$ cat config.mk
export PLATFORM = sky130hd
export DESIGN_NAME = register_file
export DESIGN_NICKNAME = d
export VERILOG_FILES = /design/src/rtl/cpu_pkg.sv /design/src/rtl/regfile_read_port.sv /design/src/rtl/register_file.sv
export SDC_FILE = /design/constraint.sdc
export NUM_CORES = 2
export LEC_CHECK = 0
export ABC_CLOCK_PERIOD_IN_PS = 2100
export BUFFER_PORTS_ARGS = -buffer_cell sky130_fd_sc_hd__buf_2
export CAP_MARGIN = 10
export CELL_PAD_IN_SITES_DETAIL_PLACEMENT = 0
export CELL_PAD_IN_SITES_GLOBAL_PLACEMENT = 1
export CORE_MARGIN = 4
export CORE_UTILIZATION = 44
export CTS_BUF_LIST = sky130_fd_sc_hd__clkbuf_4 sky130_fd_sc_hd__clkbuf_8 sky130_fd_sc_hd__clkbuf_16
export DETAILED_ROUTE_END_ITERATION = 8
export PLACE_DENSITY_LB_ADDON = 0.05
export SLEW_MARGIN = 20
export SYNTH_ARGS = -nofsm -noshare
export SYNTH_HDL_FRONTEND = slang
export SYNTH_SLANG_ARGS = --single-unit
$ cat constraint.sdc
create_clock -name clk -period 2.1 [get_ports clk]
set_input_delay 0 -clock clk [delete_from_list [all_inputs] [get_ports clk]]
set_output_delay 0 -clock clk [all_outputs]
set_load 0.01 [all_outputs]
$ cat src/rtl/cpu_pkg.sv
// Shared CPU constants for the general register file: widths, special
// register indices, the PC read offset and small helpers for r15 handling.
package cpu_pkg;

    localparam int DATA_W     = 32;
    localparam int NUM_REGS   = 16;
    localparam int ADDR_W     = 4;
    // r15 is not stored; only r0..r14 live in the array
    localparam int NUM_STORED = NUM_REGS - 1;

    localparam logic [ADDR_W-1:0] REG_SP = 4'd13;
    localparam logic [ADDR_W-1:0] REG_LR = 4'd14;
    localparam logic [ADDR_W-1:0] REG_PC = 4'd15;

    localparam logic [DATA_W-1:0] PC_OFFSET = 32'd8;

    // Where a read port takes its operand from, in priority order
    typedef enum logic [1:0] {
        SRC_PC     = 2'd0,
        SRC_BYPASS = 2'd1,
        SRC_ARRAY  = 2'd2
    } rd_src_e;

    // Architectural view of r15 while an instruction sits in decode
    function automatic logic [DATA_W-1:0] pc_read_view(input logic [DATA_W-1:0] pc);
        return pc + PC_OFFSET;
    endfunction

    // Branch targets are word aligned; low two bits are dropped
    function automatic logic [DATA_W-1:0] pc_align(input logic [DATA_W-1:0] value);
        return {value[DATA_W-1:2], 2'b00};
    endfunction

endpackage

$ cat src/rtl/regfile_read_port.sv
// One registered operand read port: picks PC view, same-cycle write bypass
// or stored register, and captures it when the parent accepts a request.
module regfile_read_port
    import cpu_pkg::*;
(
    input  logic                         clk,
    input  logic                         reset,
    input  logic                         capture,
    input  logic [ADDR_W-1:0]            rd_addr,
    input  logic [NUM_STORED*DATA_W-1:0] regs_flat,
    input  logic                         wr_en,
    input  logic [ADDR_W-1:0]            wr_addr,
    input  logic [DATA_W-1:0]            wr_data,
    input  logic [DATA_W-1:0]            pc_in,
    output logic [DATA_W-1:0]            rd_data
);

    rd_src_e           src;
    logic [DATA_W-1:0] stored;
    logic [DATA_W-1:0] next_data;

    // Choose the operand source; r15 wins over the bypass so a branch write
    // never leaks into a PC read
    always_comb begin
        src = SRC_ARRAY;
        if (rd_addr == REG_PC) begin
            src = SRC_PC;
        end else if (wr_en && (wr_addr == rd_addr)) begin
            src = SRC_BYPASS;
        end
    end

    // Pull the addressed entry out of the flattened array
    always_comb begin
        stored = '0;
        for (int i = 0; i < NUM_STORED; i++) begin
            if (rd_addr == ADDR_W'(i)) begin
                stored = regs_flat[i*DATA_W +: DATA_W];
            end
        end
    end

    // Operand mux driven by the source select
    always_comb begin
        next_data = stored;
        case (src)
            SRC_PC:     next_data = pc_read_view(pc_in);
            SRC_BYPASS: next_data = wr_data;
            default:    next_data = stored;
        endcase
    end

    // Output register: loads on an accepted request, otherwise holds
    always_ff @(posedge clk) begin
        if (!reset) begin
            rd_data <= '0;
        end else if (capture) begin
            rd_data <= next_data;
        end
    end

endmodule

$ cat src/rtl/register_file.sv
// ARM general register file: 15 stored registers plus the r15 PC view,
// one write port, two registered read ports and a branch pulse on r15 writes.
module register_file
    import cpu_pkg::*;
(
    input  logic              clk,
    input  logic              reset,
    input  logic              wr_en,
    input  logic [ADDR_W-1:0] wr_addr,
    input  logic [DATA_W-1:0] wr_data,
    input  logic              rd_req,
    input  logic [ADDR_W-1:0] rd_addr_a,
    input  logic [ADDR_W-1:0] rd_addr_b,
    input  logic              stall,
    input  logic [DATA_W-1:0] pc_in,
    output logic              rd_valid,
    output logic [DATA_W-1:0] rd_data_a,
    output logic [DATA_W-1:0] rd_data_b,
    output logic              pc_wr_en,
    output logic [DATA_W-1:0] pc_wr_data
);

    logic [NUM_STORED-1:0][DATA_W-1:0] regs;
    logic                              capture;
    logic                              pc_write;

    assign capture  = rd_req && !stall;
    assign pc_write = wr_en && (wr_addr == REG_PC);

    // Register array write; r15 never matches an array slot so it is skipped
    always_ff @(posedge clk) begin
        if (!reset) begin
            regs <= '0;
        end else begin
            for (int i = 0; i < NUM_STORED; i++) begin
                if (wr_en && (wr_addr == ADDR_W'(i))) begin
                    regs[i] <= wr_data;
                end
            end
        end
    end

    // Valid flag follows accepted requests and freezes while stalled
    always_ff @(posedge clk) begin
        if (!reset) begin
            rd_valid <= 1'b0;
        end else if (!stall) begin
            rd_valid <= rd_req;
        end
    end

    // r15 writes become a one-cycle branch request to fetch, ignoring stall
    always_ff @(posedge clk) begin
        if (!reset) begin
            pc_wr_en   <= 1'b0;
            pc_wr_data <= '0;
        end else begin
            pc_wr_en <= pc_write;
            if (pc_write) begin
                pc_wr_data <= pc_align(wr_data);
            end
        end
    end

    regfile_read_port u_port_a (
        .clk       (clk),
        .reset     (reset),
        .capture   (capture),
        .rd_addr   (rd_addr_a),
        .regs_flat (regs),
        .wr_en     (wr_en),
        .wr_addr   (wr_addr),
        .wr_data   (wr_data),
        .pc_in     (pc_in),
        .rd_data   (rd_data_a)
    );

    regfile_read_port u_port_b (
        .clk       (clk),
        .reset     (reset),
        .capture   (capture),
        .rd_addr   (rd_addr_b),
        .regs_flat (regs),
        .wr_en     (wr_en),
        .wr_addr   (wr_addr),
        .wr_data   (wr_data),
        .pc_in     (pc_in),
        .rd_data   (rd_data_b)
    );

endmodule

==> qor.yml <==
outcome: "complete, but fails checks"
failed_checks: "DRC, setup timing"
cellLeakagePower_uw: 0.0147
synth_seq_cells: 576
crit_fanout: 3
dpl_cell_area_sq_um: 37400
ys.flop_type: "dfxtp_1"
final_common_cell: "nand2_1"
coreArea_sq_um: 73300
hold_slack_ns: 0.0532
die_w_um: 281
wl_met1_um: 67600
grt_overflow_total: 0
seq_area_frac_synth: 0.352
period_share: 1.02
ys_top_cells_by_area: "dfxtp_1 35%, nand2_1 14%, a21boi_0 12%"
area_delta_synth_final_pct: 23.4
wl_per_cell_um: 31.4
vdd_drop_max_uv: 727
synth_top_area_share: 0.352
fmax_ghz: 0.468
layout_setup_ws_ns: -0.0352
first_global_vias: 34400
hold_viol: 0
rows: 99
cts_tree: "yes"
synth_area_sq_um: 32700
pin_count: 179
skew_ns: 0.0223
root_buffer: "clkbuf_16"
grt_pass1_wl_um: 249000
synth_top_area_cell: "dfxtp_1"
synth_cell_types: 91
synth-edff-count: 0
place_hpwl_um: 126000
layout_common_cells: "1179 x nand2_1, 575 x dfxtp_1, 518 x a21boi_0"
postSynthCellCount: 4243
required_ns: 2.61
clk_path_buf_depth: 3
fin_util: 0.551
path_class: "reg2reg"
cts_sinks: 576
finalNonFillerCells: 5620
ys_warn_count: 0
h-tree-depth: 3
setup_viol: 1
rsz0062_at_grt: "no"
power_uw: 28100
maxSlewHeadroom: 0.463
ys_async_sr_fraction: 0
cp-end-kind: "flop"
finalWirelength_um: 176000
post_cts_buffers: 0
clk_pin_slew_ns: 0.06
period_needed_ns: 2.14
via_per_inst: 6.49
final_antenna_net_count: 0
hold_path.class: "in2reg"
arrival_ns: 2.64
worstSkewPairLatency_ns: 0.65
max-cap-violations: 0
grtUsageTotal: 0.432
cts_made_buffers: 68
antenna_found_initial: 5
numPortBuffers: 176
fp.dieH_um: 281
startpoint_type: "flop"
avgSynthCellArea_sq_um: 7.71
first_pass_iters: 9
drc: 2
first_iter_violations: 4939
nets: 4693
met2WireLength_um: 77400
gp_congestion: 1.05
dr_wl_met3_um: 16600
maxSlewViolCount: 0
top_layer_used: "met5"
initial_core_util: 0.446
dp_cells: 5436
worst_slew_pin_slew_ns: 0.806
num_vias: 36500
stdcell_area_sq_um: 40400
fp.dieArea_sq_um: 78800
powerDensity_nw_per_um2: 696
drive_above_1_share: 0.202
grt_max_degree: 122
-- worst paths after layout --
| kind | from | to | slack (ns) | cells past startpoint |
|---|---|---|---|---|
| max | regs[58]$_SDFFE_PN0P_ | u_port_b.rd_data[26]$_SDFFE_PN0P_ | -0.04 | 7 |
| min | rd_req | u_port_b.rd_data[17]$_SDFFE_PN0P_ | 0.05 | 4 |
| max reg2reg | regs[58]$_SDFFE_PN0P_ | u_port_b.rd_data[26]$_SDFFE_PN0P_ | -0.04 | 7 |
| min reg2reg | pc_wr_data[2]$_SDFFE_PN0P_ | pc_wr_data[2]$_SDFFE_PN0P_ | 0.46 | 2 |
-- report_power, final --
part           internal [uW]  switching [uW]
Combinational           1610            2790
Clock                   7230            5130
Sequential             11100             201
Total                  20000            8130
-- layout make-up --
| type | count | area [sq um] |
|---|---|---|
| fillers | 7065 | 32900 |
| clock inverters | 25 | 255 |
| well taps | 959 | 1200 |
| multi-input cells | 3203 | 19200 |
| inverters | 20 | 75.1 |
| clock buffers | 94 | 2020 |
| diodes | 1 | 2.50 |
| flip-flops and latches | 576 | 11500 |
| repair buffers | 742 | 6120 |
-- Yosys cell counts, types with 14 or more instances --
library cell  count
a211oi_1         30
a21boi_0        518
a21o_1           17
a21oi_1         155
a221o_1          18
a221oi_1         71
a22o_1           31
a22oi_1          59
a31oi_1          31
buf_2            92
buf_4            35
buf_6            22
clkbuf_1        287
dfxtp_1         576
inv_1            15
mux2_2           38
mux2i_1          89
mux4_2           32
nand2_1        1179
nand2b_1         29
nand3_1          44
nand3b_1         17
nor2_1          146
nor2b_1          22
nor3_1           27
o211ai_1         32
o21ai_0         241
o221ai_1         32
o22ai_1          63
o2bb2ai_1        20
o32ai_1          14
xnor2_1          28
-- logic make-up (layout without fill, tap and decap cells) --
group | Yosys count | count (layout) | share of synthesized area
AOI/OAI and AO/OA | 1451 | 1451 | 0.311
xor gates and xnor gates | 34 | 34 | 0.00910
adders and majority gates | 1 | 1 | 0.000382
buffers and inverters | 465 | 881 | 0.0659
DFF | 576 | 576 | 0.352
muxes | 159 | 159 | 0.0623
other | 1 | 3 | 0.000115
and+or+nand+nor | 1556 | 1556 | 0.198
-- worst max-delay path, cell delays in order, from the launching register on --
cell and delay (ns):
dfxtp_1 0.36, mux2i_1 0.15, o32a_1 0.17, o21ai_0 0.16, a222oi_1 0.68, buf_4 0.22
o221ai_1 0.11, o2111a_1 0.16
-- state kept, by name, summed over array words and instances (netlist names) --
| signal | flops |
|---|---|
| rd_valid | 1 |
| pc_wr_data | 30 |
| u_port_a.rd_data | 32 |
| pc_wr_en | 1 |
| u_port_b.rd_data | 32 |
| regs | 480 |
-- through the flow --
step / TNS, ns / setup WS [ns]
3_3_place_gp: -2.94 / -0.420
5_1_grt: 0 / 0.00402
2_1_floorplan: 0 / 0.453
4_1_cts: 0 / 0.00312
6_report: -0.0352 / -0.0352
3_5_place_dp: -3.40 / -0.450
-- metal layers --
metal  global-route usage  up-vias
li1                     -    15800
met1                0.552    17600
met2                0.672     2359
met3               0.0729      699
met4                0.288        6
met5                    0        -
-- what timing repair did --
| item | CTS | global route |
|---|---|---|
| gates resized for setup | 5 | 7 |
| hold buffers | 65 | 0 |
| pin swaps | 1 | 4 |
| setup endpoints to repair | 2 | 5 |
| hold endpoints to repair | 561 | 0 |
Note: power is estimated with default switching activity, not from simulation.
